`src/rtl/instr_fetch_pkg.sv`:
```
// Shared definitions for the instruction fetch stage: sizes, state
// encoding and the PC reset vector.
package instr_fetch_pkg;

    localparam int PC_W      = 10;
    localparam int LUT_AW    = 4;
    localparam int LUT_DEPTH = 1 << LUT_AW;

    localparam logic [PC_W-1:0] PC_RESET = '0;

    typedef enum logic [1:0] {
        IDLE = 2'd0,
        RUN  = 2'd1,
        DONE = 2'd2
    } fetch_state_t;

endpackage

```
`src/rtl/instr_fetch_if.sv`:
```
// Bundle of decoder/host controls and fetch outputs. The fetch stage is the
// slave; the decoder/host side (or a testbench) is the master.
interface instr_fetch_if;
    import instr_fetch_pkg::*;

    logic              Start;
    logic [LUT_AW-1:0] Lut_Idx;
    logic [7:0]        Acc_In;
    logic              LUT_Write_En;
    logic              LUT_Load_Hi;
    logic              LUT_Read_En;
    logic              PC_Jmp_Flag;
    logic              PC_Beq_Flag;
    logic              Halt;
    logic [PC_W-1:0]   PC;
    logic              Fetch_En;
    logic              Running;
    logic              Done;

    modport master (
        output Start, Lut_Idx, Acc_In, LUT_Write_En, LUT_Load_Hi,
               LUT_Read_En, PC_Jmp_Flag, PC_Beq_Flag, Halt,
        input  PC, Fetch_En, Running, Done
    );

    modport slave (
        input  Start, Lut_Idx, Acc_In, LUT_Write_En, LUT_Load_Hi,
               LUT_Read_En, PC_Jmp_Flag, PC_Beq_Flag, Halt,
        output PC, Fetch_En, Running, Done
    );

endinterface

```
`src/rtl/instr_fetch_branch_lut.sv`:
```
// Branch-target register file: 16-bit entries written one byte at a time,
// read combinationally so a same-cycle write is not visible until next cycle.
module branch_lut
    import instr_fetch_pkg::*;
(
    input  logic              Clk,
    input  logic              Reset,
    input  logic              we,
    input  logic              hi_sel,
    input  logic [LUT_AW-1:0] idx,
    input  logic [7:0]        wdata,
    output logic [15:0]       target
);

    logic [15:0] mem_q [LUT_DEPTH];

    // Byte-select write; the untouched byte of the entry keeps its value.
    always_ff @(posedge Clk or posedge Reset) begin
        if (Reset) begin
            for (int i = 0; i < LUT_DEPTH; i++) begin
                mem_q[i] <= 16'h0000;
            end
        end else if (we) begin
            if (hi_sel) begin
                mem_q[idx][15:8] <= wdata;
            end else begin
                mem_q[idx][7:0] <= wdata;
            end
        end
    end

    assign target = mem_q[idx];

endmodule

```
`src/rtl/instr_fetch.sv`:
```
// Fetch stage: program counter, IDLE/RUN/DONE sequencing and the
// Start/Done handshake. Branch targets come from the branch_lut instance.
module instr_fetch
    import instr_fetch_pkg::*;
(
    input  logic          Clk,
    input  logic          Reset,
    instr_fetch_if.slave  bus
);

    fetch_state_t    state_q, state_d;
    logic [PC_W-1:0] pc_q, pc_d;
    logic [15:0]     lut_target;
    logic            lut_we;
    logic            take_branch;
    logic [15-PC_W:0] unused_target_hi;

    // LUT writes only land while the program is running.
    assign lut_we = bus.LUT_Write_En && (state_q == RUN);

    branch_lut u_branch_lut (
        .Clk    (Clk),
        .Reset  (Reset),
        .we     (lut_we),
        .hi_sel (bus.LUT_Load_Hi),
        .idx    (bus.Lut_Idx),
        .wdata  (bus.Acc_In),
        .target (lut_target)
    );

    // Target bits above the program space are dropped.
    assign unused_target_hi = lut_target[15:PC_W];

    // A flag without LUT_Read_En is just a sequential step.
    assign take_branch = bus.LUT_Read_En && (bus.PC_Jmp_Flag || bus.PC_Beq_Flag);

    // State and PC registers; reset aborts any in-flight instruction.
    always_ff @(posedge Clk or posedge Reset) begin
        if (Reset) begin
            state_q <= IDLE;
            pc_q    <= PC_RESET;
        end else begin
            state_q <= state_d;
            pc_q    <= pc_d;
        end
    end

    // Next-state/PC selection: Start beats Halt, Halt beats branch.
    always_comb begin
        state_d = state_q;
        pc_d    = pc_q;
        if (bus.Start) begin
            state_d = RUN;
            pc_d    = PC_RESET;
        end else begin
            unique case (state_q)
                IDLE: begin
                    state_d = IDLE;
                end
                RUN: begin
                    if (bus.Halt) begin
                        state_d = DONE;
                    end else if (take_branch) begin
                        pc_d = lut_target[PC_W-1:0];
                    end else begin
                        pc_d = pc_q + 1'b1;
                    end
                end
                DONE: begin
                    state_d = DONE;
                end
                default: begin
                    state_d = IDLE;
                    pc_d    = PC_RESET;
                end
            endcase
        end
    end

    assign bus.PC       = pc_q;
    assign bus.Running  = (state_q == RUN);
    assign bus.Fetch_En = (state_q == RUN);
    assign bus.Done     = (state_q == DONE);

endmodule
```
`src/flat_wrapper.sv`:
```
// flat-port wrapper written by rule: the top's interface ports become plain ports
module instr_fetch_flat import instr_fetch_pkg::*;
  (Clk, Reset, bus_Start, bus_Lut_Idx, bus_Acc_In, bus_LUT_Write_En, bus_LUT_Load_Hi, bus_LUT_Read_En, bus_PC_Jmp_Flag, bus_PC_Beq_Flag, bus_Halt, bus_PC, bus_Fetch_En, bus_Running, bus_Done);
  instr_fetch_if bus_i ();
  input  logic Clk;
  input  logic Reset;
  input wire logic [$bits(bus_i.Start)-1:0] bus_Start;
  input wire logic [$bits(bus_i.Lut_Idx)-1:0] bus_Lut_Idx;
  input wire logic [$bits(bus_i.Acc_In)-1:0] bus_Acc_In;
  input wire logic [$bits(bus_i.LUT_Write_En)-1:0] bus_LUT_Write_En;
  input wire logic [$bits(bus_i.LUT_Load_Hi)-1:0] bus_LUT_Load_Hi;
  input wire logic [$bits(bus_i.LUT_Read_En)-1:0] bus_LUT_Read_En;
  input wire logic [$bits(bus_i.PC_Jmp_Flag)-1:0] bus_PC_Jmp_Flag;
  input wire logic [$bits(bus_i.PC_Beq_Flag)-1:0] bus_PC_Beq_Flag;
  input wire logic [$bits(bus_i.Halt)-1:0] bus_Halt;
  output wire logic [$bits(bus_i.PC)-1:0] bus_PC;
  output wire logic [$bits(bus_i.Fetch_En)-1:0] bus_Fetch_En;
  output wire logic [$bits(bus_i.Running)-1:0] bus_Running;
  output wire logic [$bits(bus_i.Done)-1:0] bus_Done;
  assign bus_i.Start = bus_Start;
  assign bus_i.Lut_Idx = bus_Lut_Idx;
  assign bus_i.Acc_In = bus_Acc_In;
  assign bus_i.LUT_Write_En = bus_LUT_Write_En;
  assign bus_i.LUT_Load_Hi = bus_LUT_Load_Hi;
  assign bus_i.LUT_Read_En = bus_LUT_Read_En;
  assign bus_i.PC_Jmp_Flag = bus_PC_Jmp_Flag;
  assign bus_i.PC_Beq_Flag = bus_PC_Beq_Flag;
  assign bus_i.Halt = bus_Halt;
  assign bus_PC = bus_i.PC;
  assign bus_Fetch_En = bus_i.Fetch_En;
  assign bus_Running = bus_i.Running;
  assign bus_Done = bus_i.Done;
  instr_fetch u_core (.Clk(Clk), .Reset(Reset), .bus(bus_i));
endmodule
```
`config.mk`:
```
export PLATFORM = sky130hd
export DESIGN_NAME = instr_fetch_flat
export DESIGN_NICKNAME = d
export VERILOG_FILES = /design/src/rtl/instr_fetch_pkg.sv /design/src/rtl/instr_fetch_if.sv /design/src/rtl/instr_fetch_branch_lut.sv /design/src/rtl/instr_fetch.sv /design/src/flat_wrapper.sv
export SDC_FILE = /design/constraint.sdc
export NUM_CORES = 1
export LEC_CHECK = 0
export ABC_AREA = 1
export CAP_MARGIN = 20
export CORE_MARGIN = 1.5
export CORE_UTILIZATION = 30
export CTS_BUF_LIST = sky130_fd_sc_hd__clkbuf_8
export CTS_CLUSTER_DIAMETER = 40
export DETAILED_ROUTE_END_ITERATION = 12
export SYNTH_ARGS = -nofsm -noshare
export SYNTH_HDL_FRONTEND = slang
export SYNTH_SLANG_ARGS = --single-unit
```
`constraint.sdc`:
```
create_clock -name Clk -period 5.7 [get_ports Clk]
set_input_delay 0.855 -clock Clk [delete_from_list [all_inputs] [get_ports Clk]]
set_output_delay 0.855 -clock Clk [all_outputs]
set_load 0.02 [all_outputs]
```
* Word level (Yosys, flattened, before mapping)
Index checks and enable logic that the tools add are counted.
** Cells by class
- Add/subtract/negate cells :: 1
- Order comparisons :: 2
- Equality and inequality tests :: 5
- Muxes and demuxes :: 17
- Bitwise logic cells :: 1
- Reduce and logical (&&, ||, !) cells :: 7
** Operators by type and width (count)
- bitwise mux 256 bit :: 2
- 2-to-1 mux 256 bit :: 1
- demux 16 bit (select 4 bit) :: 2
- binary-select mux 16 bit (select 4 bit) :: 1
- 2-to-1 mux 10 bit :: 5
- case mux 10 bit (2 select lines) :: 1
- 2-to-1 mux 16 bit :: 1
- adder 10 x 1 -> 10 bit, second input constant :: 1
- 2-to-1 mux 8 bit :: 1
- inequality test 3 bit, second input constant :: 2
- >= comparator 5 bit, second input constant :: 1
- less-than comparator 5 x 1 -> 1 bit, second input constant :: 1
- NOT 4 -> 5 bit :: 1
- 2-to-1 mux 2 bit :: 2
- case mux 2 bit (2 select lines) :: 1
- logical AND 1 bit :: 3
- equality test 2 x 1 -> 1 bit, second input constant :: 1
- equality test 2 bit, second input constant :: 1
- logical NOT 2 bit :: 1
- inequality test 2 x 1 -> 1 bit, second input constant :: 1
- AND reduction 2 bit :: 1
- OR reduction 2 bit :: 1
- logical OR 1 bit :: 1
** Word-level totals
- Flip-flop bits (word level) :: 268
- Input port bits :: 21
- Output and inout bits :: 13
- Logic and storage cells :: 51

* Longest topological paths before layout
- Word-level depth :: 8
- Depth in mapped cells :: 13
- Mapped depth without buffers :: 11

* Hierarchy
A second synthesis with hierarchy kept.
** Unflattened totals
- Cells, all modules :: 1794
- Area, all modules :: 13062.5 µm²
** Modules (own cells, without submodules)
- branch_lut :: times used 1, cells each 1669, area an instance 12186.7 µm², sequential area each 6406.1 µm²
- instr_fetch :: times used 1, cells each 125, area an instance 875.8 µm², sequential area each 300.3 µm²

* Worst setup path before layout
Ideal clock, no wire load.
- Path type :: input to register
- Start point :: input port bus_Lut_Idx[0]
- End point :: register u_core.u_branch_lut.mem_q[229] in the netlist's numbering
- Setup time :: 128 ps
- Arrival :: 1747 ps
- Required time :: 5572 ps
- Path slack :: 3825 ps
- Stages on the path :: 9
- Path buffers :: 2
- Path through :: buf_6 inv_6 nor2_8 inv_4 nor2_2 nand2_2 buf_6 nand2_1 o21ai_2
** Between the ends
- Longest elaborated chain between the ends :: 7
- Elaborated cells between the ends (all ways) :: 10
- Classes of those cells :: order compare (2); mux (6); bitwise (1); reduce/logical (1)
** RTL lines
- start, declared :: line flat_wrapper.sv:8 : input wire logic [$bits(bus_i.Lut_Idx)-1:0] bus_Lut_Idx;
- NOT 4 -> 5 bit (implied by the code) (*) :: line instr_fetch_branch_lut.sv:25, instr_fetch_branch_lut.sv:27
- >= comparator 5 bit (implied by the code) or less-than comparator 5 x 1 -> 1 bit (tied branches) :: line instr_fetch_branch_lut.sv:27 : mem_q[idx][7:0] <= wdata;
- logical AND 1 bit (implied by the code) :: line instr_fetch_branch_lut.sv:27
- 2-to-1 mux 8 bit (implied by the code) :: line instr_fetch_branch_lut.sv:27
- demux 16 bit (select 4 bit) :: line instr_fetch_branch_lut.sv:27
- bitwise mux 256 bit :: line instr_fetch_branch_lut.sv:27
- 2-to-1 mux 256 bit (*) :: line instr_fetch_branch_lut.sv:24 : if (hi_sel) begin
- end signal, assigned by index :: line instr_fetch_branch_lut.sv:25 : mem_q[idx][15:8] <= wdata;
- end signal, assigned by index :: line instr_fetch_branch_lut.sv:27
- end, declared :: line instr_fetch_branch_lut.sv:15 : logic [15:0] mem_q [LUT_DEPTH];
Every way passes the cells marked *; elsewhere a longest branch is shown, timed or not.
A chain may end at the register's enable or synchronous reset.

* Final worst setup path
- Start point :: input port bus_Lut_Idx[1]
- End point :: register u_core.u_branch_lut.mem_q[210] in the netlist's numbering
Same word-level chain as after synthesis.

==> impl_metrics.toml <==
[run_status]
status = "complete, no violations"

[clocking]
cts.sinks = 172
cts.htree.levels = 4
cts_tree = "done"
numCtsBuffers = 17
ctsResizeCount = 0
clock_latency_ns = 0.47
cts_setup_buffers = 0
clockBufferDepth = 2
clk_pin_slew_ns = 0.10
hold_buffers = 0
root_buffer = "clkbuf_8"

[setup_path]
worstSetupPathType = "in2reg"
end_kind = "register"
worst-path-max-fanout = 25
startpoint_type = "primary input"
critical_path_arrival_ns = 3.13
critPathRequiredTime_ns = 6.04
r2r_slack_ns = 3.53

[timing]
worst_pin_slew_ns = 0.7824
maxSlewHeadroom_pct = 47.65
rsz0062_at_grt = "false"
drv_slew = 0
min_period_over_period_pct = 49.00
max_freq_mhz = 358.0
clock_skew_ns = 0.01611
setup_viol = 0
finalSetupTns_ns = 0
post-route-min-period_ns = 2.793
hold_viol = 0

[global_routing]
grt_overflow_total = 0
grt_max_degree = 109
grt_pass1_wl_um = 35220
antenna_found_initial = 0
grt_usage_pct = 15.75
grt_pass1_vias = 6510

[yosys]
ys_ff_latch = 172
yosysWarnings = 0
synth_area_leaders = "dfrtp_1 52%, nand2_1 22%, o21ai_1 4.9%"
postSynthAreaPerCell_um2 = 8.042
synth_edf_count = 0
synth_top_area_share_pct = 51.66
syn-instance-count = 1036
yosysTopAreaCell = "dfrtp_1"
synth_most_common_cell = "nand2_1"
syn_area_um2 = 8332
synth_cell_types = 31
ys.flop_type = "dfrtp_1"
synth_seq_area_share_pct = 51.66
syn_nets = 1060
synthArstFlopShare_pct = 100.0
yosys-top-cells-count = "482 x nand2_1, 172 x dfrtp_1, 81 x o21ai_1"

[die]
dieArea_um2 = 28780
fp.dieH_um = 169.7
die_w_um = 169.7
rows = 60
start_util_pct = 30.74
io_pins = 34
coreArea_um2 = 27100

[cells_and_area]
area_delta_synth_final_pct = 11.35
n_antenna_cell = 0
instances_no_fill = 1429
post-route-cell-area_um2 = 9278
nNetsFinal = 1068
drive_gt1_share_pct = 9.745

[routing]
dr_wl_met3_um = 880
final_antenna_net_count = 0
drtIter0Drc = 610
routedWlPerCell_um = 14.76
met1_length_um = 10210
vias = 6696
firstDrtPassIters = 5
avgViaCountPerCell = 4.686
wl_met2_um = 9617
maxUsedRoutingLayer = "met4"
drc = 0
wirelength_um = 21090

[placement]
place_inst = 1396
gp_congestion = 0.7540
portBuffers = 33
hpwl_um = 13680
place_area_um2 = 8843

[worst_hold_path]
hp-class = "reg2reg"

[job]
cap_violations = 0

[power_and_ir_drop]
power_density_nw_per_um2 = 295.3
ir_worst_vdd_uv = 143.0
power_leakage_nw = 4.335
metal layers:
metal,vias to the layer above,global-route usage (%)
li1,3348,-
met1,3199,21.68
met2,119,24.54
met4,0,5.618
met5,-,0
met3,30,3.195
sequential cells by signal, summed over array words and instances (netlist names):
| signal | cells |
|---|---|
| u_core.u_branch_lut.mem_q | 160 |
| u_core.state_q | 2 |
| u_core.bus.PC | 10 |
placed cells by master, fill, tap and decap left out, types with 2 or more instances in the layout:
cell type | netlist | final
nor2_1 | 24 | 24
inv_6 | 1 | 7
buf_4 | 6 | 6
nand4_1 | 19 | 19
clkbuf_8 | 0 | 18
nand2_2 | 13 | 13
inv_2 | 3 | 3
clkinv_1 | 2 | 2
ha_1 | 3 | 3
nor2_8 | 3 | 3
clkdlybuf4s50_1 | 0 | 32
clkinv_2 | 0 | 2
a22oi_1 | 10 | 10
dfrtp_1 | 172 | 172
o21ai_2 | 27 | 27
clkinv_4 | 0 | 2
bufinv_16 | 0 | 2
o21ai_0 | 73 | 73
inv_4 | 3 | 3
xnor2_1 | 2 | 2
nand3_1 | 13 | 13
nor2_4 | 2 | 2
a21oi_1 | 3 | 3
nand2_1 | 482 | 482
inv_1 | 32 | 32
nor2_2 | 8 | 8
o21ai_1 | 81 | 81
xor2_1 | 2 | 2
nand3b_1 | 2 | 2
cells by family (layout without fill, tap and decap cells):
kind of cell | count (synthesis) | in the layout | synth area share [%]
AND/OR/NAND/NOR | 569 | 569 | 28.02
AO/OA/AOI/OAI | 195 | 195 | 13.26
flip-flops | 172 | 172 | 51.66
buffers and inverters | 93 | 114 | 6.187
XOR/XNOR | 4 | 4 | 0.4206
adder cells (fa/ha/maj) | 3 | 3 | 0.4506
layout make-up:
| type | count | area, um2 |
|---|---|---|
| Multi-Input combinational cell | 771 | 3512 |
| Clock buffer | 18 | 247.7 |
| Clock inverter | 14 | 158.9 |
| Inverter | 41 | 171.4 |
| Fill cell | 2821 | 17820 |
| Sequential cell | 172 | 4304 |
| Tap cell | 372 | 465.4 |
| Timing Repair Buffer | 41 | 417.9 |
per-stage QoR:
step                utilization, %  total power, mW  setup WS, ns  hold slack [ns]
finish                       34.23            2.740         2.907           0.4921
global route                 34.23            2.899         2.699           0.5053
CTS                          34.13            2.767         2.899           0.4929
detailed placement           32.63            1.871         2.408           0.4683
global placement             32.63            1.859         2.479           0.4652
floorplan                        -            1.753        0.1849           0.4479
path summary, 6_finish.rpt:
path,from,to,cells past startpoint
max,bus_Lut_Idx[1],u_core.u_branch_lut.mem_q[210]$_DFFE_PP0P_,9
min,u_core.u_branch_lut.mem_q[96]$_DFFE_PP0P_,u_core.u_branch_lut.mem_q[96]$_DFFE_PP0P_,2
max reg2reg,u_core.state_q[1]$_DFFE_PP0P_,u_core.u_branch_lut.mem_q[133]$_DFFE_PP0P_,7
min reg2reg,u_core.u_branch_lut.mem_q[96]$_DFFE_PP0P_,u_core.u_branch_lut.mem_q[96]$_DFFE_PP0P_,2
max in group asynchronous,Reset,u_core.state_q[0]$_DFFE_PP0P_,4
min in group asynchronous,Reset,u_core.u_branch_lut.mem_q[178]$_DFFE_PP0P_,2
critical path: stages:
cell	delay, ns
clkdlybuf4s50_1	0.45
buf_4	0.30
inv_2	0.24
nor2_8	0.39
inv_2	0.12
nor2_1	0.16
nand2_1	0.34
nand2_1	0.17
o21ai_1	0.07
power breakdown:
part / switching [mW] / internal, mW / leakage, nW
logic: 0.248 / 0.146 / 1.81
registers: 0.0819 / 1.37 / 2.32
clock network: 0.484 / 0.410 / 0.209
total: 0.814 / 1.93 / 4.34
Power figures use the tool's default switching activity.
==> variant: new RTL, same flow settings <==
Encoding of `fetch_state_t`: now one-hot (3 bits for 3 states).
--- a/src/rtl/instr_fetch_pkg.sv
+++ b/src/rtl/instr_fetch_pkg.sv
@@ -10,6 +10,6 @@
 
-    typedef enum logic [1:0] {
-        IDLE = 2'd0,
-        RUN  = 2'd1,
-        DONE = 2'd2
+    typedef enum logic [2:0] {
+        IDLE = 3'b001,
+        RUN  = 3'b010,
+        DONE = 3'b100
     } fetch_state_t;
Formal check against the unedited RTL: same outputs for any inputs over 4 cycles, from zero or initial values and one cycle with Reset high; so few cycles prove little.
==> variant against the original RTL <==
First-iteration DRC count decreased by 4.6%. Sequential share of layout area increased by 0.65 points. Non-clock buffer count increased by 1. Synthesized cell count decreased by 1.4%. Sequential cell count increased by 1. Setup slack got worse by 0.58 ns. Routed wire length increased by 1.1%. Total power increased by 0.14%. Final cell count decreased by 3.3%. Count of clock-buffer cells in the layout decreased by 1. Area after synthesis decreased by 0.68%. Cell area decreased by 0.78%. Fmax decreased by 17%. Critical path type unchanged. Critical endpoint is now u_core.u_branch_lut.mem_q[150]. Largest cell class unchanged. Largest power group unchanged.
==> variant: results (changes against the original RTL) <==
met1 WL=10300 µm (was 10210 µm); worst vdd ir=0.0001401 V (was 0.0001430 V); PwrDens=298.1 nW/µm² (was 295.3 nW/µm²); fraction of the mapped netlist area in compound gates=0.1288 (was 0.1326); fraction of layout cells with a size suffix above 1=0.07109 (was 0.09745); GPL Wtd Cong=0.8099 (was 0.7540); worst slack, placed=1.882 ns (was 2.408 ns); Cell variety after synth=32 (was 31); post-DP HPWL=13660 µm (was 13680 µm); Sw Share=0.2823 (was 0.2972); placed cell areas=8680 µm² (was 8843 µm²); vias in the first global route=6534 (was 6510); WL final=21330 µm (was 21090 µm); layout net count=1050 (was 1068); P_leak=4.355 nW (was 4.335 nW); Wirelength per Cell=15.43 µm (was 14.76 µm); met2 Use GR=0.2557 (was 0.2454); status=finished clean (unchanged); worst r2r src=u_core.state_q[2] (was u_core.state_q[1]); Detail Route met2 WL=9842 µm (was 9617 µm); number of DRC markers in iteration 0=582 (was 610); sequential cell area fraction in the yosys report=0.5233 (was 0.5166); worst slew pin tran=1.072 ns (was 0.7824 ns); Synth top cells by count=nand2_1 (455), dfrtp_1 (172), o21ai_1 (97) (was nand2_1 (482), dfrtp_1 (172), o21ai_1 (81)); part of the power in registers=0.521 (was 0.530); Synth Area in Adders=0.001512 (was 0.004505); total track usage=0.1586 (was 0.1575); placed cells=1347 (was 1396); post-synthesis cell count=1021 (was 1036); total power=2.744 mW (was 2.740 mW); M3 GR Usage=0.03273 (was 0.03195)
-- variant: area by class of cell --
type / instances / area share
tap: 341 / 0.04635
inverter: 41 / 0.01767
sequential: 173 / 0.4704
multi-input combinational: 753 / 0.3677
clock inverter: 15 / 0.02270
clock buffer: 17 / 0.02542
timing repair buffer: 42 / 0.04975
-- variant: critical path, cell delays in order --
cell             delay, ns
clkdlybuf4s50_1       0.94
inv_2                 0.27
nor2_4                0.66
inv_1                 0.22
nor2_1                0.20
nand2_1               0.31
nand2_1               0.15
o21ai_1               0.07
-- variant: how the worst max path moves through the flow --
stage	end	slack, ns
CTS	u_core.u_branch_lut.mem_q[150]	2.38
floorplan	u_core.bus.PC[0]	0.16
finish	u_core.u_branch_lut.mem_q[150]	2.33
detailed placement	u_core.u_branch_lut.mem_q[145]	1.88
global placement	u_core.u_branch_lut.mem_q[144]	1.94
global route	u_core.u_branch_lut.mem_q[215]	2.07
